## config.mk

```make
export PLATFORM = sky130hd
export DESIGN_NAME = vga_sync_gen
export DESIGN_NICKNAME = d
export VERILOG_FILES = /design/src/rtl/vga_timing_pkg.sv /design/src/rtl/vga_axis_counter.sv /design/src/rtl/vga_sync_gen.sv
export SDC_FILE = /design/constraint.sdc
export NUM_CORES = 1
export LEC_CHECK = 0
export CELL_PAD_IN_SITES_DETAIL_PLACEMENT = 1
export CELL_PAD_IN_SITES_GLOBAL_PLACEMENT = 2
export CORE_MARGIN = 1
export CORE_UTILIZATION = 33
export DETAILED_ROUTE_END_ITERATION = 7
export PLACE_DENSITY = 0.89
export REMOVE_ABC_BUFFERS = 1
export SYNTH_ARGS = -nofsm -noshare
export SYNTH_HDL_FRONTEND = slang
export SYNTH_SLANG_ARGS = --single-unit
```

## constraint.sdc

```tcl
create_clock -name clk -period 2.05 [get_ports clk]
set_clock_uncertainty 0.1 [all_clocks]
set_input_delay 0.205 -clock clk [delete_from_list [all_inputs] [get_ports clk]]
set_output_delay 0.205 -clock clk [all_outputs]
set_load 0.01 [all_outputs]
```

## src/rtl/vga_timing_pkg.sv

```systemverilog
// Shared VGA timing constants: default 800x600@72 Hz at 50 MHz, one pixel per clk.
// Also used by screen_interface2 for the c1/c2 coordinate width.
package vga_timing_pkg;

    localparam int unsigned COORD_W = 11;

    localparam int unsigned DEF_H_ACTIVE = 800;
    localparam int unsigned DEF_H_FP     = 56;
    localparam int unsigned DEF_H_SYNC   = 120;
    localparam int unsigned DEF_H_BP     = 64;
    localparam int unsigned DEF_V_ACTIVE = 600;
    localparam int unsigned DEF_V_FP     = 37;
    localparam int unsigned DEF_V_SYNC   = 6;
    localparam int unsigned DEF_V_BP     = 23;

    localparam int unsigned DEF_H_TOTAL = DEF_H_ACTIVE + DEF_H_FP + DEF_H_SYNC + DEF_H_BP;
    localparam int unsigned DEF_V_TOTAL = DEF_V_ACTIVE + DEF_V_FP + DEF_V_SYNC + DEF_V_BP;

    typedef logic [COORD_W-1:0] coord_t;

    function automatic bit fits_coord(input int unsigned total);
        return total <= (1 << COORD_W);
    endfunction

endpackage

```

## src/rtl/vga_axis_counter.sv

```systemverilog
// One timing axis: counts 0..TOTAL-1 on tick and decodes the active and sync regions.
// Region order is active, front porch, sync, back porch.
module vga_axis_counter
    import vga_timing_pkg::*;
#(
    parameter int unsigned ACTIVE = DEF_H_ACTIVE,
    parameter int unsigned FP     = DEF_H_FP,
    parameter int unsigned SYNC   = DEF_H_SYNC,
    parameter int unsigned BP     = DEF_H_BP
) (
    input  logic               clk,
    input  logic               clr,
    input  logic               tick,
    output logic [COORD_W-1:0] cnt,
    output logic               in_active,
    output logic               in_sync,
    output logic               wrap
);

    localparam int unsigned TOTAL = ACTIVE + FP + SYNC + BP;
    localparam coord_t LAST       = COORD_W'(TOTAL - 1);
    localparam coord_t SYNC_START = COORD_W'(ACTIVE + FP);
    localparam coord_t SYNC_END   = COORD_W'(ACTIVE + FP + SYNC);

    assign wrap      = tick && (cnt == LAST);
    assign in_active = cnt < COORD_W'(ACTIVE);
    assign in_sync   = (cnt >= SYNC_START) && (cnt < SYNC_END);

    always_ff @(posedge clk) begin
        if (clr || wrap) begin
            cnt <= '0;
        end else if (tick) begin
            cnt <= cnt + COORD_W'(1);
        end
    end

endmodule

```

## src/rtl/vga_sync_gen.sv

```systemverilog
// VGA timing generator: hsync/vsync, active-area coordinates and frame/line markers.
// Optional frame_cnt output when VGA_SYNC_FRAME_CNT_EN is defined.
module vga_sync_gen
    import vga_timing_pkg::*;
#(
    parameter int unsigned H_ACTIVE = DEF_H_ACTIVE,
    parameter int unsigned H_FP     = DEF_H_FP,
    parameter int unsigned H_SYNC   = DEF_H_SYNC,
    parameter int unsigned H_BP     = DEF_H_BP,
    parameter int unsigned V_ACTIVE = DEF_V_ACTIVE,
    parameter int unsigned V_FP     = DEF_V_FP,
    parameter int unsigned V_SYNC   = DEF_V_SYNC,
    parameter int unsigned V_BP     = DEF_V_BP,
    parameter logic        SYNC_POL = 1'b1
) (
    input  logic               clk,
    input  logic               rst,
    input  logic               en,
    output logic               hsync,
    output logic               vsync,
    output logic               ready,
    output logic [COORD_W-1:0] c1,
    output logic [COORD_W-1:0] c2,
    output logic               frame_start,
    output logic               line_end
`ifdef VGA_SYNC_FRAME_CNT_EN
    ,
    output logic [7:0]         frame_cnt
`endif
);

    localparam int unsigned H_TOTAL = H_ACTIVE + H_FP + H_SYNC + H_BP;
    localparam int unsigned V_TOTAL = V_ACTIVE + V_FP + V_SYNC + V_BP;
    localparam coord_t      H_LAST_ACTIVE = COORD_W'(H_ACTIVE - 1);

    if (!fits_coord(H_TOTAL) || !fits_coord(V_TOTAL)) begin : g_bad_timing
        $error("vga_sync_gen: H_TOTAL/V_TOTAL must not exceed 2048");
    end

    logic   clr;
    logic   running;
    coord_t h_cnt;
    coord_t v_cnt;
    logic   h_active;
    logic   h_in_sync;
    logic   h_wrap;
    logic   v_active;
    logic   v_in_sync;
    logic   v_wrap_unused;
    logic   in_area;
    logic   at_origin;

    assign clr = rst || !en;

    // running delays counting by one edge so every stream starts at (0,0).
    vga_axis_counter #(
        .ACTIVE (H_ACTIVE),
        .FP     (H_FP),
        .SYNC   (H_SYNC),
        .BP     (H_BP)
    ) u_h_axis (
        .clk       (clk),
        .clr       (clr),
        .tick      (running),
        .cnt       (h_cnt),
        .in_active (h_active),
        .in_sync   (h_in_sync),
        .wrap      (h_wrap)
    );

    vga_axis_counter #(
        .ACTIVE (V_ACTIVE),
        .FP     (V_FP),
        .SYNC   (V_SYNC),
        .BP     (V_BP)
    ) u_v_axis (
        .clk       (clk),
        .clr       (clr),
        .tick      (h_wrap),
        .cnt       (v_cnt),
        .in_active (v_active),
        .in_sync   (v_in_sync),
        .wrap      (v_wrap_unused)
    );

    assign in_area   = h_active && v_active;
    assign at_origin = (h_cnt == '0) && (v_cnt == '0);

    always_ff @(posedge clk) begin
        if (clr || !running) begin
            running     <= !clr;
            hsync       <= ~SYNC_POL;
            vsync       <= ~SYNC_POL;
            ready       <= 1'b0;
            c1          <= '0;
            c2          <= '0;
            frame_start <= 1'b0;
            line_end    <= 1'b0;
        end else begin
            hsync       <= h_in_sync ? SYNC_POL : ~SYNC_POL;
            vsync       <= v_in_sync ? SYNC_POL : ~SYNC_POL;
            ready       <= in_area;
            c1          <= in_area ? h_cnt : '0;
            c2          <= in_area ? v_cnt : '0;
            frame_start <= at_origin;
            line_end    <= (h_cnt == H_LAST_ACTIVE) && v_active;
        end
    end

`ifdef VGA_SYNC_FRAME_CNT_EN
    always_ff @(posedge clk) begin
        if (clr) begin
            frame_cnt <= '0;
        end else if (running && at_origin) begin
            frame_cnt <= frame_cnt + 8'd1;
        end
    end
`endif

endmodule

```

== After elaboration in Yosys (flattened, before gate mapping) ==
Index checks and enable logic that the tools add are counted.

* Logic and storage cells: 41
* Flip-flop bits (word level): 50
* Output and inout bits: 27

* Equal/unequal tests: 3
* Reductions and logical operators: 17
* Bitwise operators: 1
* Muxes and demuxes: 2
* $lt $le $gt $ge: 6
* Add/sub/neg operators: 2

{| class="wikitable"
|+ Operators with widths
! operator !! count
|-
| 11-bit by 10-bit less-than comparator with 1-bit output (second input constant) || 4
|-
| 11-bit by 1-bit adder with 11-bit output (second input constant) || 2
|-
| 11-bit by 10-bit == test with 1-bit output (second input constant) || 2
|-
| 11-bit by 10-bit greater-or-equal comparator with 1-bit output (second input constant) || 2
|-
| 11-bit logical NOT || 2
|-
| 11-bit == test (second input constant) || 1
|-
| 1-bit logical AND || 7
|-
| 1-bit logical OR || 4
|-
| 1-bit logical NOT || 3
|-
| 1-bit two-way mux || 2
|-
| 2-bit OR reduction || 1
|-
| 1-bit NOT || 1
|}

== Logic depth before layout (Yosys ltp) ==
* Depth in word-level cells: 4
* Gate-level depth with buffers: 7

== Modules after synthesis ==
From an unflattened synthesis, not the netlist that was laid out.

* Cell total of the unflattened synthesis: 207
* Area total of the unflattened synthesis: 2,018.2 sq um

{| class="wikitable"
|+ By module, submodules not included
! module !! area each (sq um) !! cells each !! times used
|-
| vga_sync_gen || 848.3 || 72 || 1
|-
| vga_axis_counter (u_v_axis) || 600.6 || 70 || 1
|-
| vga_axis_counter (u_h_axis) || 569.3 || 65 || 1
|}

== Least setup slack after synthesis ==
OpenSTA, ideal clock, no wires.

* Kind: reg-to-reg
* From: reg u_h_axis.cnt[0]
* To: reg u_v_axis.cnt[7]
* Path slack: 282 ps
* Data required time: 1,880 ps
* Arrival time: 1,599 ps
* Cell stages (with the launch flop): 6
* Clock period less this slack: 1,768 ps
* Cell sequence: dfxtp_1 ha_1 and4_4 nand4_4 or4_1 a21oi_1

* Cells in the longest elaborated chain, start to end: 4

{| class="wikitable"
|+ RTL lines
! element !! RTL line !! text
|-
| start: declaration || vga_axis_counter.sv:14 || <nowiki>output logic [COORD_W-1:0] cnt,</nowiki>
|-
| start signal: assignment || vga_axis_counter.sv:33 || <nowiki>cnt <= cnt + COORD_W'(1);</nowiki>
|-
| 11-bit == test (*) || vga_axis_counter.sv:25 || <nowiki>assign wrap = tick && (cnt == LAST);</nowiki>
|-
| 1-bit logical AND (*) || vga_axis_counter.sv:25 ||
|-
| 1-bit logical AND || vga_axis_counter.sv:25 ||
|-
| 1-bit logical OR || vga_axis_counter.sv:30 || <nowiki>if (clr || wrap) begin</nowiki>
|-
| end signal: assignment || vga_axis_counter.sv:33 ||
|-
| end: declaration || vga_axis_counter.sv:14 ||
|}

Mark *: on every way between the ends. The rest lies on a longest branch, timed or not.
A chain may end at the register's enable or synchronous reset.

== Worst setup path after layout ==
* From: reg u_h_axis.cnt[1]
* To: reg u_v_axis.cnt[4]

The elaborated chain is that of the path after synthesis.

==> results.sh <==
export IMPL_synth_most_common_cell="dfxtp_1"
export IMPL_num_io_pins=30
export IMPL_powerDensity_nw_per_um2=645
export IMPL_fillCellCount=660
export IMPL_max_freq_mhz=533
export IMPL_fin_nets=256
export IMPL_cts_tree="yes"
export IMPL_overflow=0
export IMPL_ys_flop_type="dfxtp_1"
export IMPL_grt_busiest_layer="met2"
export IMPL_stdcell_count=321
export IMPL_clock_latency_ps=300
export IMPL_core_area_um2=5680
export IMPL_drive_above_1_share_pct=11.2
export IMPL_fp_dieH_um=79.8
export IMPL_fin_crit_ps=1870
export IMPL_postCtsSetupBuffers=0
export IMPL_cts_sinks=50
export IMPL_yosysTopAreaCell="dfxtp_1"
export IMPL_first_iter_violations=110
export IMPL_post_drt_wl_per_cell_um=13.8
export IMPL_num_vias=1581
export IMPL_outcome="finished, final reports clean"
export IMPL_setup_viol_count_final=0
export IMPL_ys_seq_area_share_pct=50.6
export IMPL_ys_top_cells_by_count="dfxtp_1 (49), nor2_1 (21), and2_1 (20)"
export IMPL_grt_pass1_wl_mm=7.65
export IMPL_grtUsageMet1_pct=20.0
export IMPL_ys_ff_latch=50
export IMPL_grt_setup_unrepaired="no"
export IMPL_grt_use_met3_pct=3.43
export IMPL_start_util_pct=35.2
export IMPL_post_drt_via_cell_ratio=4.93
export IMPL_vdd_ir_drop_max_mv=0.246
export IMPL_antenna_found_initial=0
export IMPL_cts_made_buffers=5
export IMPL_post_route_period_util_pct=91.5
export IMPL_clkTransAtPathRegs_ps=90
export IMPL_dieWidth_um=79.8
export IMPL_worstReg2RegStart="u_h_axis.cnt[1]$_SDFFE_PP0P_"
export IMPL_multi_input_area_um2=931
export IMPL_cp_arrival_ps=2010
export IMPL_synth_top_area_share_pct=49.1
export IMPL_drt_pass1_iterations=4
export IMPL_grt_pass1_vias=1560
export IMPL_worstHoldStart="u_h_axis.cnt[1]$_SDFFE_PP0P_"
export IMPL_gr_usage_met2_pct=26.2
export IMPL_regArea_um2=1010
export IMPL_synth_area_leaders="dfxtp_1 (49%), and2_1 (6.3%), nor2_1 (3.9%)"
export IMPL_ys_types=38
export IMPL_power_mw=1.63
export IMPL_cp_start_kind="flip-flop"
export IMPL_min_path_type="flip-flop to flip-flop"
export IMPL_htreeDepth=2
export IMPL_diodes=0
export IMPL_syn_to_final_growth_pct=26.6
export IMPL_routed_wl_mm=4.44
export IMPL_dp_cells=313
export IMPL_slew_violations=0
export IMPL_cts_root_buf="clkbuf_8"
export IMPL_clockBufferDepth=2
export IMPL_avgSynthCellArea_um2=9.65
export IMPL_required_ps=2180
export IMPL_place_congestion=0.756
export IMPL_grt_usage_pct=16.0
export IMPL_crit_fanout=11
export IMPL_drtAntennaViolNets=0
export IMPL_maxCapViolations=0
export IMPL_synth_area_um2=2000
export IMPL_fin_area_um2=2530
export IMPL_yosysWarnings=0
export IMPL_grt_max_degree=16
export IMPL_crit_path_end_kind="flip-flop"
export IMPL_synth_edf_count=1
export IMPL_p_leak_nw=0.909
export IMPL_synthArstFlopShare_pct=0
export IMPL_drc=0
export IMPL_hold_viol_final=0
export IMPL_dieArea_um2=6370
export IMPL_critPathKind="flip-flop to flip-flop"
export IMPL_dpl_cell_area_um2=2430
export IMPL_syn_inst=207
export IMPL_dp_hpwl_mm=3.26
export IMPL_placementRows=27
export IMPL_io_buffers=29
export IMPL_startpoint="u_h_axis.cnt[1]$_SDFFE_PP0P_"
-- per-layer routing --
metal | share of wire, % | wire length (µm)
met5 | 0 | 0
met4 | 1.8 | 78
met3 | 2.9 | 129
met2 | 47 | 2090
met1 | 48 | 2140
-- worst max-delay path, stage by stage (launching register included) --
cell and delay (ps):
dfxtp_2 370, ha_1 170, and4_4 270, nand4_4 150, buf_4 220, or3_1 340
a21oi_1 170
-- what timing repair did --
item | in CTS | in global routing
gates resized for setup | 0 | 1
endpoints found under the setup margin | 0 | 2
hold buffers | 0 | 0
-- power by group --
group,internal (mW),leakage (nW),total (mW),switching (mW)
Combinational,0.0235,0.454,0.0474,0.0240
Clock,0.272,0.0472,0.601,0.329
Sequential,0.980,0.407,0.982,0.00274
Total,1.27,0.909,1.63,0.356
-- kinds of logic after synthesis --
logic type / after synthesis / share of synthesized area (%)
AOI/OAI and AO/OA: 28 / 8.15
xor gates and xnor gates: 11 / 4.82
and+or+nand+nor: 97 / 29.1
adders and majority gates: 5 / 3.13
buffers and inverters: 13 / 2.94
DFF: 50 / 50.6
muxes: 2 / 1.00
other: 1 / 0.188
-- placed cells by master, fill, tap and decap left out, types with 2 or more instances in the layout --
| cell type | instances |
|---|---|
| dfxtp_1 | 48 |
| clkdlybuf4s50_1 | 29 |
| nor2_1 | 21 |
| and2_1 | 20 |
| buf_4 | 12 |
| a21oi_1 | 11 |
| nand2_1 | 10 |
| o21ai_0 | 10 |
| xnor2_1 | 9 |
| nand3_1 | 8 |
| or3_1 | 6 |
| clkbuf_8 | 6 |
| inv_1 | 5 |
| o31ai_1 | 5 |
| nor3_1 | 5 |
| ha_1 | 5 |
| or4_1 | 4 |
| nand4_1 | 4 |
| and3_1 | 3 |
| nor3_4 | 2 |
| mux2i_1 | 2 |
| nor4_1 | 2 |
| xor2_1 | 2 |
| conb_1 | 2 |
-- flip-flops by register name, indices dropped and copies added, names as in the netlist --
register and count:
c1 11, c2 11, u_h_axis.cnt 11, u_v_axis.cnt 11, frame_start 1, hsync 1, line_end 1, ready 1
running 1, vsync 1
-- worst paths after layout --
check | depth (start not counted) | to | slack, ps
max | 6 | u_v_axis.cnt[4]$_SDFFE_PP0P_ | 180
min | 1 | c1[1]$_SDFF_PP0_ | 420
max reg2reg | 6 | u_v_axis.cnt[4]$_SDFFE_PP0P_ | 180
min reg2reg | 1 | c1[1]$_SDFF_PP0_ | 420
-- through the flow --
step / utilization (%) / setup TNS [ps] / hold slack, ps / worst slack [ps]
6_report: 44.5 / 0 / 424 / 175
5_1_grt: 44.5 / 0 / 445 / 67.2
4_1_cts: 44.5 / 0 / 450 / 102
3_5_place_dp: 42.8 / 0 / 433 / 123
3_3_place_gp: 42.8 / 0 / 422 / 144
2_1_floorplan: - / -65.2 / 316 / -26.1
-- final cells by class --
type / instances / share of cell area [%]
Tap cell: 72 / 3.56
Clock buffer: 6 / 3.27
Multi-Input combinational cell: 145 / 36.8
Sequential cell: 50 / 40.0
Clock inverter: 2 / 0.495
Timing Repair Buffer: 41 / 15.0
Inverter: 5 / 0.743
No activity file was read; power rests on OpenSTA's default activity.
